**config.mk**
```make
export PLATFORM = sky130hd
export DESIGN_NAME = pc_stack
export DESIGN_NICKNAME = d
export VERILOG_FILES = /design/src/rtl/pc_pkg.sv /design/src/rtl/ret_stack.sv /design/src/rtl/pc_stack.sv
export SDC_FILE = /design/constraint.sdc
export NUM_CORES = 1
export LEC_CHECK = 0
export CORE_ASPECT_RATIO = 0.7
export CORE_MARGIN = 2
export CORE_UTILIZATION = 35
export DETAILED_ROUTE_END_ITERATION = 12
export PLACE_DENSITY = 0.53
export SYNTH_ARGS = -nofsm -noshare
export SYNTH_HDL_FRONTEND = slang
export SYNTH_SLANG_ARGS = --single-unit
```
**constraint.sdc**
```tcl
create_clock -name clk -period 5.2 [get_ports clk]
set_clock_uncertainty 0.15 [all_clocks]
set_input_delay 0.78 -clock clk [delete_from_list [all_inputs] [get_ports clk]]
set_output_delay 0.78 -clock clk [all_outputs]
set_load 0.01 [all_outputs]
```
**src/rtl/pc_pkg.sv**
```systemverilog
// Shared types for the program counter: operation enum and strobe decoder.
// pc_decode maps the raw control strobes onto one operation by priority.
package pc_pkg;

  typedef enum logic [2:0] {
    OP_HOLD,
    OP_INC,
    OP_REL,
    OP_LOAD,
    OP_RET,
    OP_CALL
  } pc_op_e;

  // Strobes may overlap; the first one set in this order wins.
  function automatic pc_op_e pc_decode(
    input logic call,
    input logic ret,
    input logic load,
    input logic rel,
    input logic inc
  );
    pc_op_e op;
    if (call)      op = OP_CALL;
    else if (ret)  op = OP_RET;
    else if (load) op = OP_LOAD;
    else if (rel)  op = OP_REL;
    else if (inc)  op = OP_INC;
    else           op = OP_HOLD;
    return op;
  endfunction

endpackage

```
**src/rtl/ret_stack.sv**
```systemverilog
// Return-address LIFO: push/pop with occupancy, full/empty and
// single-cycle overflow (push while full) / underflow (pop while empty) pulses.
module ret_stack #(
  parameter int N     = 8,
  parameter int DEPTH = 4,
  localparam int LW   = $clog2(DEPTH + 1)
) (
  input  logic          clk,
  input  logic          reset,
  input  logic          push,
  input  logic          pop,
  input  logic [N-1:0]  din,
  output logic [N-1:0]  top,
  output logic [LW-1:0] level,
  output logic          full,
  output logic          empty,
  output logic          ovf,
  output logic          unf
);
  import pc_pkg::*;

  logic [N-1:0] mem [DEPTH];
  logic         do_push;
  logic         do_pop;

  assign full    = (level == LW'(DEPTH));
  assign empty   = (level == '0);
  // push outranks pop so a simultaneous pair never pops
  assign do_push = push && !full;
  assign do_pop  = pop && !push && !empty;
  assign ovf     = push && full;
  assign unf     = pop && !push && empty;

  always_ff @(posedge clk or negedge reset) begin
    if (!reset) begin
      level <= '0;
      for (int i = 0; i < DEPTH; i++)
        mem[i] <= '0;
    end else begin
      if (do_push) begin
        level <= level + LW'(1);
        for (int i = 0; i < DEPTH; i++)
          if (level == LW'(i))
            mem[i] <= din;
      end else if (do_pop) begin
        level <= level - LW'(1);
      end
    end
  end

  // entry at level-1 is the top; zero when empty
  always_comb begin
    top = '0;
    for (int i = 0; i < DEPTH; i++)
      if (level == LW'(i + 1))
        top = mem[i];
  end

endmodule

```
**src/rtl/pc_stack.sv**
```systemverilog
// Program counter with return-address stack and signed relative branch.
// Ports: clk, reset(n), inc/load/rel/call/ret strobes, d; q, level, full, empty, err_ovf, err_unf.
module pc_stack #(
  parameter int N     = 8,
  parameter int DEPTH = 4,
  localparam int LW   = $clog2(DEPTH + 1)
) (
  input  logic          clk,
  input  logic          reset,
  input  logic          inc,
  input  logic          load,
  input  logic          rel,
  input  logic          call,
  input  logic          ret,
  input  logic [N-1:0]  d,
  output logic [N-1:0]  q,
  output logic [LW-1:0] level,
  output logic          empty,
  output logic          full,
  output logic          err_ovf,
  output logic          err_unf
);
  import pc_pkg::*;

  pc_op_e       op;
  logic [N-1:0] q_inc;
  logic [N-1:0] q_rel;
  logic [N-1:0] q_nxt;
  logic [N-1:0] top;
  logic         ovf;
  logic         unf;

  assign op    = pc_decode(call, ret, load, rel, inc);
  assign q_inc = q + N'(1);
  // two's complement add; truncation gives wrap both ways
  assign q_rel = q + d;

  ret_stack #(
    .N     (N),
    .DEPTH (DEPTH)
  ) u_stack (
    .clk   (clk),
    .reset (reset),
    .push  (op == OP_CALL),
    .pop   (op == OP_RET),
    .din   (q_inc),
    .top   (top),
    .level (level),
    .full  (full),
    .empty (empty),
    .ovf   (ovf),
    .unf   (unf)
  );

  always_comb begin
    q_nxt = q;
    unique case (op)
      OP_INC:  q_nxt = q_inc;
      OP_REL:  q_nxt = q_rel;
      OP_LOAD: q_nxt = d;
      OP_CALL: if (!full)  q_nxt = d;
      OP_RET:  if (!empty) q_nxt = top;
      default: q_nxt = q;
    endcase
  end

  always_ff @(posedge clk or negedge reset) begin
    if (!reset) begin
      q       <= '0;
      err_ovf <= 1'b0;
      err_unf <= 1'b0;
    end else begin
      q <= q_nxt;
      if (ovf) err_ovf <= 1'b1;
      if (unf) err_unf <= 1'b1;
    end
  end

endmodule
```
Yosys cells after proc, flatten, opt, wreduce, memory -nomap -nowiden

Cells that the tools add are included.

Register bits: 45
Bits of input ports: 15
Output and inout bits: 15

Add/subtract/negate cells: 4
Eq/ne operators: 11
Muxes and demuxes: 14
Reductions and logical operators: 16

Operators with widths:

| cell                                                               | count |
|---|---|
| 8-bit 2-to-1 mux                                                   | 6 |
| 8-bit one-hot mux with 5 select lines                              | 1 |
| 3-bit by 2-bit == test with 1-bit output, second input constant    | 4 |
| 3-bit 2-to-1 mux                                                   | 4 |
| 3-bit == test, second input constant                               | 3 |
| 8-bit by 1-bit adder with 8-bit output, second input constant      | 1 |
| 8-bit adder                                                        | 1 |
| 2-bit AND reduction                                                | 4 |
| 3-bit by 1-bit == test with 1-bit output, second input constant    | 2 |
| 1-bit logical AND                                                  | 5 |
| 5-bit nonzero test                                                 | 1 |
| 2-bit 2-to-1 mux                                                   | 2 |
| 2-bit != test, second input constant                               | 2 |
| 3-bit by 1-bit adder with 3-bit output, second input constant      | 1 |
| 1-bit logical NOT                                                  | 3 |
| 3-bit logical NOT                                                  | 1 |
| 3-bit AND reduction                                                | 1 |
| 3-bit by 1-bit subtractor with 3-bit output, second input constant | 1 |
| 2-bit nonzero test                                                 | 1 |
| 1-bit 2-to-1 mux                                                   | 1 |

Depth between registers and ports, before layout

Gate-level depths: netlist (run 1).

Word-level depth: 11
Mapped depth: 10
Mapped depth without buffers: 9

By module

Synthesis (run 1) repeated with hierarchy kept, for this count alone.

Cells, all modules: 278
Area, all modules: 2897.8 um^2

Modules (own cells, without submodules):

| module    | times used | cells each | area an instance (um^2) |
|---|---|---|---|
| ret_stack | 1          | 148        | 1831.8 |
| pc_stack  | 1          | 130        | 1066.0 |

Least setup slack after synthesis (run 1)

Ideal clock, no wire load.

Kind: input -> register
Start point: in d[0]
End point: reg q[6]
Setup time: 0.127 ns
Arrival: 2.046 ns
Slack: 2.877 ns
Stages: 8
Buffers on the path: 0
Cell sequence: ha_1 > fa_1 > a21oi_1 > o21ai_0 > nand4b_1 > nand4_1 > nor3_1 > a21oi_1

Longest elaborated chain between the ends: 2

RTL lines:

| item                                  | line           | text |
|---|---|---|
| from (decl)                           | pc_stack.sv:15 | `input logic [N-1:0] d,` |
| 8-bit adder                           | pc_stack.sv:36 | `assign q_rel = q + d;` |
| 8-bit one-hot mux with 5 select lines | pc_stack.sv:57 | `unique case (op)` |
| to (signal assigned)                  | pc_stack.sv:73 | `q <= q_nxt;` |
| to (decl)                             | pc_stack.sv:16 | `output logic [N-1:0] q,` |

Every way passes these cells.
A chain may end at the register's enable or synchronous reset.

Worst setup path in the final report (run 1)

Start point: reg u_stack.level[0]
End point: out full

Longest elaborated chain between the ends: 1

RTL lines:

| item                   | line            | text |
|---|---|---|
| from (decl)            | ret_stack.sv:14 | `output logic [LW-1:0] level,` |
| from (signal assigned) | ret_stack.sv:41 | `level <= level + LW'(1);` |
| from (signal assigned) | ret_stack.sv:46 | `level <= level - LW'(1);` |
| 3-bit == test          | ret_stack.sv:26 | `assign full = (level == LW'(DEPTH));` |
| to (decl)              | pc_stack.sv:19  | `output logic full,` |

Every way passes these cells.

==> results.tsv, run 1 <==
metric	value	unit
postSynthRegisterBits	45	
mostFrequentLayoutCell	sky130_fd_sc_hd__nand2_1	
via_count_of_the_first_global_routing_pass	2304	
worst_pin_slew	1.049	ns
synthesis.nets	344	
place_congestion	0.9459	
timing.final.max_slew_violations	0	
vias	2363	
iteration_0_drc_markers	143	
internal_power	1.089	mW
grt_first_pass_wirelength	12.44	mm
power.ir.vdd_worst	0.0001931	V
drt_pre_antenna_iters	4	
p_per_area	560.5	mW/mm^2
final_layout_size_suffix_gt1_frac	0.07440	
rsz_0062_raised_after_global_routing	no	
layout.filler_cells	803	
pin_count	30	
maximum_root_to_sink_buffer_count	2	
final_period_minus_worst_setup_slack	3.396	ns
yosys.area.top_type_share	0.4080	
buffer_ports.inserted	29	
die_h	78.30	um
mostFrequentLayoutCells	sky130_fd_sc_hd__nand2_1, sky130_fd_sc_hd__dfrtp_1, sky130_fd_sc_hd__a21oi_1	
overall_global_routing_usage	0.1902	
relative_slew_slack	0.3007	
cts-buffers-inserted	5	
post_layout_net_count	366	
cts_setup_buffers	0	
swShare	0.4049	
cells_after_synthesis	314	
syn_to_final_growth	18.22	%
path_max_fanout	13	
worst-setup-path-type	register to output port	
number_of_clock_sinks	45	
drt_wl_total	7.422	mm
final-hold-violation-count	0	
netSwitchingPower	0.7405	mW
ys_async_sr_fraction	1.000	
edff_count_synth	0	
fraction_of_power_consumed_by_sequential_logic	0.356	
static-leakage-power	1.336	nW
synth_sequential_area_ratio	0.4080	
cts-root-buf	sky130_fd_sc_hd__clkbuf_16	
distinct_cell_type_count_of_the_synthesized_netlist	48	
kind_of_launch_point_of_the_worst_setup_path	register	
synth_area_leader_cell	sky130_fd_sc_hd__dfrtp_1	
dp.final_hpwl	5.566	mm
combPwrFrac	0.447	
hold_path_class	register to register	
grt_start_max_net_pins	46	
pre_cts_slack	1.933	ns
worst_skew_pair.late_latency	0.29	ns
yosys_warnings	0	
setup-violations-final	0	
antenna_cells_inserted	0	
routed_wire_length_per_instance	16.98	um
number_of_hold_buffers_added_after_cts	0	
status	completed	
placedInstanceArea	0.003099	sq mm
setup_ws	1.804	ns
worstPathArrival	2.47	ns
dp.cells	430	
cts-resized-gates	0	
postSynthAreaPerCell	8.790	sq um
cts.clk_slew.worst_paths	0.07	ns
core-area	0.007770	sq mm
post-route-period-util	0.6530	
fmaxAchievable	0.2945	GHz
grt_overflow_total	0	
worst_setup_path_end_kind	output port	
total_power	1.829	mW
maxCapViolCount	0	
mappedNetlistArea	0.002760	sq mm
final_antenna_net_count	0	
design.die.area	0.008624	sq mm
drt_drc_violations_left	0	
setup-tns-final	0	ns
p_clk_frac	0.198	
flip_flop_cell_with_the_highest_count_after_synthesis	sky130_fd_sc_hd__dfrtp_1	
detail_route.vias_per_cell	5.407	
fin_area	0.003263	sq mm
final_cell_count_no_fill	437	
starting_utilization_of_the_core_area	0.3552	
tritoncts	built	
worst_ep_required_time	4.27	ns
htree_levels	2	
netlist_top_cells_area	sky130_fd_sc_hd__dfrtp_1, sky130_fd_sc_hd__nand2_1, sky130_fd_sc_hd__ha_1	
chipWidth	110.1	um
fp-row-count	27	
grt_antenna_before_repair	0	
[synth_stat cells (4+ instances only)]
| cell | n |
|---|---|
| sky130_fd_sc_hd__ha_1 | 14 |
| sky130_fd_sc_hd__dfrtp_1 | 45 |
| sky130_fd_sc_hd__nor2b_1 | 5 |
| sky130_fd_sc_hd__nor2_1 | 15 |
| sky130_fd_sc_hd__xnor2_1 | 10 |
| sky130_fd_sc_hd__a31oi_1 | 4 |
| sky130_fd_sc_hd__o21ai_0 | 28 |
| sky130_fd_sc_hd__nand2_1 | 49 |
| sky130_fd_sc_hd__inv_1 | 9 |
| sky130_fd_sc_hd__clkbuf_1 | 6 |
| sky130_fd_sc_hd__a22oi_1 | 7 |
| sky130_fd_sc_hd__nand3_1 | 7 |
| sky130_fd_sc_hd__a211oi_1 | 6 |
| sky130_fd_sc_hd__a21oi_1 | 34 |
| sky130_fd_sc_hd__buf_2 | 7 |
| sky130_fd_sc_hd__o21ai_1 | 13 |
| sky130_fd_sc_hd__o211ai_1 | 8 |
| sky130_fd_sc_hd__nor3_1 | 4 |
[worst max-delay path, stage by stage (launching register included)]
cell,delay (ns)
sky130_fd_sc_hd__dfrtp_1,0.41
sky130_fd_sc_hd__inv_1,0.14
sky130_fd_sc_hd__ha_1,0.23
sky130_fd_sc_hd__nand2_1,0.27
sky130_fd_sc_hd__inv_1,0.50
sky130_fd_sc_hd__clkdlybuf4s50_1,0.64
[per-stage QoR]
stage               hold WS (ns)    util
global route              0.3312  0.4200
CTS                       0.3211  0.4200
detailed placement        0.3040  0.3989
finish                    0.3154  0.4200
floorplan                 0.3000       -
global placement          0.3024  0.3989
[layout make-up]
cell class,instances,area [sq um],share of cell area
inverter,12,45.04,0.01380
multi-input combinational,242,1509,0.4624
clock buffer,5,125.1,0.03834
clock inverter,2,38.79,0.01189
timing repair buffer,30,292.8,0.08972
sequential,45,1126,0.3451
tap,101,126.4,0.03873
[flip-flops by register name, summed over array words and instances (netlist names)]
name           flops
err_ovf            1
err_unf            1
q                  8
u_stack.level      3
u_stack.mem       32
[cells by family (layout without fill, tap and decap cells)]
family | count (synthesis) | in the layout | synth area share
mux | 5 | 5 | 0.02176
compound gates | 113 | 113 | 0.2461
simple gates | 96 | 96 | 0.1668
xor+xnor | 13 | 13 | 0.04125
buf+inv | 27 | 49 | 0.04533
fa+ha+maj | 15 | 15 | 0.07072
flops | 45 | 45 | 0.4080
[power groups by stage]
stage	registers (mW)	clock network [mW]	logic, mW
after floorplan	0.635	0	0.535
after global placement	0.657	0	0.809
after detailed placement	0.656	0	0.810
after CTS	0.650	0.372	0.816
after global routing	0.676	0.388	0.924
final	0.651	0.362	0.817
[path summary, 6_finish.rpt]
path / startpoint / to / slack [ns] / cells past startpoint
setup / recovery: u_stack.level[0]$_DFFE_PN0P_ / full / 1.80 / 5
hold / removal: err_ovf$_DFFE_PN0P_ / err_ovf$_DFFE_PN0P_ / 0.32 / 1
setup reg to reg: u_stack.level[1]$_DFFE_PN0P_ / q[1]$_DFFE_PN0P_ / 2.40 / 8
hold reg to reg: err_ovf$_DFFE_PN0P_ / err_ovf$_DFFE_PN0P_ / 0.32 / 1
max in group asynchronous: reset / u_stack.mem[30]$_DFFE_PN0P_ / 3.72 / 1
min in group asynchronous: reset / q[5]$_DFFE_PN0P_ / 0.52 / 1
[layer usage]
metal / GRT usage / vias to the layer above / routed length [um]
met5: 0 / - / 0
met4: 0.04125 / 0 / 43
li1: - / 1169 / -
met2: 0.2479 / 64 / 2868
met3: 0.06478 / 4 / 640
met1: 0.2972 / 1126 / 3869
Note: power is estimated with default switching activity, not from simulation.
==> inputs of run 2 (changes only) <==
==> constraint.sdc (replaced) <==
create_clock -name clk -period 3.5 [get_ports clk]
set_clock_uncertainty 0.15 [all_clocks]
set_input_delay 0.525 -clock clk [delete_from_list [all_inputs] [get_ports clk]]
set_output_delay 0.525 -clock clk [all_outputs]
set_load 0.01 [all_outputs]
==> run 2 against run 1 <==
Critical path type unchanged. Worst setup slack worse by 1.4 ns. Utilization rose by 0.34 points. Combinational power increased by 49%. First-iteration DRC count up 49%. Highest routed layer unchanged. Largest power group unchanged.
==> results.tsv, run 2 (synthesized netlist as in run 1, its figures left out) <==
metric	value	unit	change
status	completed		
iteration_0_drc_markers	213		+49%
postLayoutCoreUtil	0.4233		+0.003381
internal_power	1.635	mW	+50%
relative_slew_slack	0.3044		+0.003697
cts-resized-gates	0		unchanged
total_power	2.741	mW	+50%
final-hold-violation-count	0		unchanged
worst_r2r_endpoint	q[6]$_DFFE_PN0P_		
static-leakage-power	1.351	nW	+1.2%
number_of_cells_on_the_worst_reg_to_reg_path	8		unchanged
number_of_clock_sinks	45		unchanged
largest-register	u_stack.mem		
worstPathArrival	2.37	ns	-0.10 ns
dp.final_hpwl	5.714	mm	+2.7%
place_congestion	0.8965		-5.2%
design.die.area	0.008624	sq mm	unchanged
maxCapViolCount	0		unchanged
overall_global_routing_usage	0.1932		+0.003006
biggestRegsByFlops	u_stack.mem x32, q x8, u_stack.level x3		
mostFrequentLayoutCell	sky130_fd_sc_hd__nand2_1		
grt_first_pass_wirelength	12.52	mm	+0.61%
fraction_of_power_consumed_by_sequential_logic	0.354		-0.002
mostFrequentLayoutCells	sky130_fd_sc_hd__nand2_1, sky130_fd_sc_hd__dfrtp_1, sky130_fd_sc_hd__a21oi_1		
swShare	0.4035		-0.001398
netSwitchingPower	1.106	mW	+49%
final_cell_count_no_fill	441		+0.92%
maximum_root_to_sink_buffer_count	2		unchanged
path_max_fanout	13		unchanged
drt_wl_total	7.591	mm	+2.3%
number_of_hold_buffers_added_after_cts	0		unchanged
worst_pin_slew	1.043	ns	-0.005545 ns
cts-root-buf	sky130_fd_sc_hd__clkbuf_16		
post-route-period-util	0.8702		
kind_of_launch_point_of_the_worst_setup_path	register		
die_h	78.30	um	unchanged
syn_to_final_growth	19.17	%	
pin_count	30		unchanged
critical_path_start	u_stack.level[1]$_DFFE_PN0P_		
final_antenna_net_count	0		unchanged
combPwrFrac	0.447		about the same
dp.cells	433		+0.70%
fmaxAchievable	0.3283	GHz	
drt_pre_antenna_iters	5		+1
worst-setup-path-type	register to output port		
worst_ep_required_time	2.82	ns	-1.45 ns
p_clk_frac	0.199		about the same
setup-violations-final	0		unchanged
worst_setup_path_end_kind	output port		
grt_overflow_total	0		unchanged
grt_start_max_net_pins	46		unchanged
chipWidth	110.1	um	unchanged
worst_r2r_startpoint	q[0]$_DFFE_PN0P_		
cts-buffers-inserted	5		unchanged
htree_levels	2		unchanged
buffer_ports.inserted	29		unchanged
cts.clk_slew.worst_paths	0.06	ns	about the same
detail_route.vias_per_cell	5.358		-0.91%
rsz_0062_raised_after_global_routing	no		
setup-tns-final	0	ns	unchanged
timing.final.max_slew_violations	0		unchanged
vias	2363		unchanged
final_layout_size_suffix_gt1_frac	0.08235		+0.007948
post_layout_net_count	369		+0.82%
hold_slack	0.2555	ns	-0.05988 ns
core-area	0.007770	sq mm	unchanged
antenna_cells_inserted	0		unchanged
cts_setup_buffers	0		unchanged
worst_skew_pair.late_latency	0.29	ns	about the same
starting_utilization_of_the_core_area	0.3552		unchanged
power.ir.vdd_worst	0.0003150	V	+63%
fp-row-count	27		unchanged
tritoncts	built		
p_per_area	833.4	mW/mm^2	+49%
drt_drc_violations_left	0		unchanged
via_count_of_the_first_global_routing_pass	2316		+0.52%
grt_antenna_before_repair	0		unchanged
hold_path_class	input port to async pin		
worst-r2r-setup-slack	0.80	ns	-1.60 ns
largest_register_ff_count	32		unchanged
final_period_minus_worst_setup_slack	3.046	ns	
routed_wire_length_per_instance	17.21	um	+1.3%
-- run 2: critical path, cell delays in order, from the launching register on --
cell,delay (ns)
sky130_fd_sc_hd__dfrtp_1,0.44
sky130_fd_sc_hd__inv_1,0.13
sky130_fd_sc_hd__ha_1,0.23
sky130_fd_sc_hd__nand2_1,0.07
sky130_fd_sc_hd__buf_4,0.18
sky130_fd_sc_hd__inv_1,0.39
sky130_fd_sc_hd__clkdlybuf4s50_1,0.63
-- run 2: worst max path at each step --
stage,end,slack (ns)
3_5_place_dp,q[6]$_DFFE_PN0P_,0.48
4_1_cts,full,0.46
3_3_place_gp,q[6]$_DFFE_PN0P_,0.46
2_1_floorplan,q[6]$_DFFE_PN0P_,1.43
5_1_grt,full,0.32
6_report,full,0.45
-- run 2: power groups by stage --
stage	registers (mW)	logic [mW]	clock network [mW]
2_1_floorplan	0.944	0.795	0
3_3_place_gp	0.975	1.21	0
3_5_place_dp	0.978	1.22	0
4_1_cts	0.969	1.23	0.564
5_1_grt	1.00	1.39	0.583
6_report	0.970	1.22	0.547
-- run 2: metrics by stage --
step | area [sq um] | setup slack [ns]
floorplan | 2760 | 1.432
global placement | 3122 | 0.4643
detailed placement | 3122 | 0.4770
CTS | 3289 | 0.4556
global route | 3289 | 0.3244
finish | 3289 | 0.4542
-- run 2: routing by layer --
layer / GRT usage / wire length, um / up-vias
li1: - / - / 1167
met1: 0.3086 / 4037 / 1109
met2: 0.2509 / 2924 / 76
met3: 0.04651 / 526 / 11
met4: 0.05750 / 102 / 0
met5: 0 / 0 / -
-- run 2: area by class of cell --
type / count / area (sq um)
timing repair buffer: 33 / 315.3
tap: 101 / 126.4
inverter: 12 / 45.04
clock buffer: 6 / 128.9
multi-input combinational: 242 / 1509
fill: 792 / 4481
clock inverter: 2 / 38.79
sequential: 45 / 1126
==> inputs of run 3 (changes only) <==
--- a/config.mk
+++ b/config.mk
@@ -5,6 +5,7 @@
 export SDC_FILE = /design/constraint.sdc
 export NUM_CORES = 1
 export LEC_CHECK = 0
+export CAP_MARGIN = 40
 export CORE_ASPECT_RATIO = 0.7
 export CORE_MARGIN = 2
 export CORE_UTILIZATION = 35
==> run 3 against run 2 <==
Worst setup slack lost 0.010 ns. Non-clock buffer count grew 2. Critical path depth is the same. Global-route usage shrank 0.21 points. Via count grew 2.5%. Final cell count grew 0.45%. Count of clock-buffer cells in the layout grew 1. Flip-flop and latch count is the same. Clock power shrank 0.7%. Maximum frequency shrank 0.34%. First-iteration DRC count shrank 5.2%. Sequential power grew 0.6%. Largest power group unchanged.
==> results.tsv, run 3 (synthesized netlist as in run 1, its figures left out) <==
metric	value	unit	change
cts.clk_slew.worst_paths	0.07	ns	about the same
pin_count	30		unchanged
post_layout_net_count	371		+0.54%
number_of_hold_buffers_added_after_cts	1		+1
maximum_root_to_sink_buffer_count	2		unchanged
fin_area	0.003324	sq mm	+1.1%
dp.cells	434		+0.23%
buffer_ports.inserted	29		unchanged
core-area	0.007770	sq mm	unchanged
fmaxAchievable	0.3272	GHz	-0.34%
fp-row-count	27		unchanged
detail_route.vias_per_cell	5.467		+2.0%
mostFrequentLayoutCell	sky130_fd_sc_hd__nand2_1		
tritoncts	built		
timing.final.max_slew_violations	0		unchanged
grt_first_pass_wirelength	12.59	mm	+0.55%
kind_of_launch_point_of_the_worst_setup_path	register		
cts_setup_buffers	0		unchanged
area_occupied_by_multi_input_gates	0.001509	sq mm	unchanged
hold_slack	0.3120	ns	+0.05648 ns
final-hold-violation-count	0		unchanged
cts-root-buf	sky130_fd_sc_hd__clkbuf_16		
starting_utilization_of_the_core_area	0.3552		unchanged
worstPathArrival	2.38	ns	about the same
largest_register_ff_count	32		unchanged
overall_global_routing_usage	0.1911		-0.002112
final_layout_size_suffix_gt1_frac	0.08480		+0.002442
layout.area.seq	0.001126	sq mm	unchanged
path_max_fanout	13		unchanged
rsz_0062_raised_after_global_routing	no		
power.ir.vdd_worst	0.0003516	V	+12%
die_h	78.30	um	unchanged
layout.filler_cells	794		+0.25%
placedInstanceArea	0.003142	sq mm	+0.64%
place_congestion	0.8965		unchanged
routed_wire_length_per_instance	17.36	um	+0.86%
iteration_0_drc_markers	202		-5.2%
chipWidth	110.1	um	unchanged
cts-resized-gates	0		unchanged
post-route-period-util	0.8732		+0.002965
htree_levels	2		unchanged
grt_overflow_total	0		unchanged
grt_start_max_net_pins	37		-20%
design.die.area	0.008624	sq mm	unchanged
relative_slew_slack	0.6305		+0.3261
status	completed		
setup_ws	0.4438	ns	-0.01038 ns
hold_path_class	register to register		
final_period_minus_worst_setup_slack	3.056	ns	+0.01038 ns
worst_ep_required_time	2.82	ns	about the same
antenna_cells_inserted	0		unchanged
mostFrequentLayoutCells	sky130_fd_sc_hd__nand2_1, sky130_fd_sc_hd__dfrtp_1, sky130_fd_sc_hd__a21oi_1		
worst_setup_path_end_kind	output port		
static-leakage-power	1.368	nW	+1.2%
number_of_clock_sinks	45		unchanged
total_power	2.754	mW	+0.48%
worst_pin_slew	0.5526	ns	-0.4909 ns
largest-register	u_stack.mem		
drt_pre_antenna_iters	5		unchanged
postLayoutCoreUtil	0.4279		+0.004509
drt_drc_violations_left	0		unchanged
p_per_area	828.5	mW/mm^2	-0.58%
final_cell_count_no_fill	443		+0.45%
via_count_of_the_first_global_routing_pass	2328		+0.52%
final_antenna_net_count	0		unchanged
setup-violations-final	0		unchanged
maxCapViolCount	0		unchanged
worst_skew_pair.late_latency	0.28	ns	about the same
drt_wl_total	7.691	mm	+1.3%
syn_to_final_growth	20.44	%	
vias	2422		+2.5%
biggestRegsByFlops	u_stack.mem x32, q x8, u_stack.level x3		
cts-buffers-inserted	5		unchanged
dp.final_hpwl	5.896	mm	+3.2%
setup-tns-final	0	ns	unchanged
worst-setup-path-type	register to output port		
grt_antenna_before_repair	0		unchanged
pre_cts_slack	0.4411	ns	-0.03590 ns
[run 3: critical path, cell delays in order, from the launching register on]
cell and delay (ns):
sky130_fd_sc_hd__dfrtp_1 0.44, sky130_fd_sc_hd__inv_1 0.13, sky130_fd_sc_hd__ha_1 0.23, sky130_fd_sc_hd__nand2_1 0.07, sky130_fd_sc_hd__buf_4 0.18, sky130_fd_sc_hd__inv_1 0.41, sky130_fd_sc_hd__clkdlybuf4s50_1 0.64
[run 3: routing by layer]
metal / track usage / share of wire
met1: 0.3220 / 0.53
met2: 0.2503 / 0.39
met3: 0.03488 / 0.079
met4: 0.03000 / 0.0046
met5: 0 / 0
[run 3: path summary, 6_finish.rpt]
path | from | to | slack (ns) | depth (start not counted)
min in group asynchronous | reset | q[2]$_DFFE_PN0P_ | 0.51 | 2
max in group asynchronous | reset | u_stack.mem[10]$_DFFE_PN0P_ | 2.20 | 3
max reg2reg | q[0]$_DFFE_PN0P_ | q[6]$_DFFE_PN0P_ | 0.74 | 8
min reg2reg | err_ovf$_DFFE_PN0P_ | err_ovf$_DFFE_PN0P_ | 0.31 | 1
max | u_stack.level[1]$_DFFE_PN0P_ | full | 0.44 | 6
min | err_ovf$_DFFE_PN0P_ | err_ovf$_DFFE_PN0P_ | 0.31 | 1
[run 3: power breakdown]
part	switching [mW]	leakage, nW	internal [mW]
clock network	0.187	0.0841	0.357
logic	0.693	0.738	0.542
registers	0.219	0.546	0.758
total	1.10	1.37	1.66
[run 3: cell type report]
class | count | share of cell area
clock inverter | 1 | 0.009033
timing repair buffer | 35 | 0.1039
sequential | 45 | 0.3387
multi-input combinational | 242 | 0.4539
inverter | 12 | 0.01355
clock buffer | 7 | 0.04291
tap | 101 | 0.03801
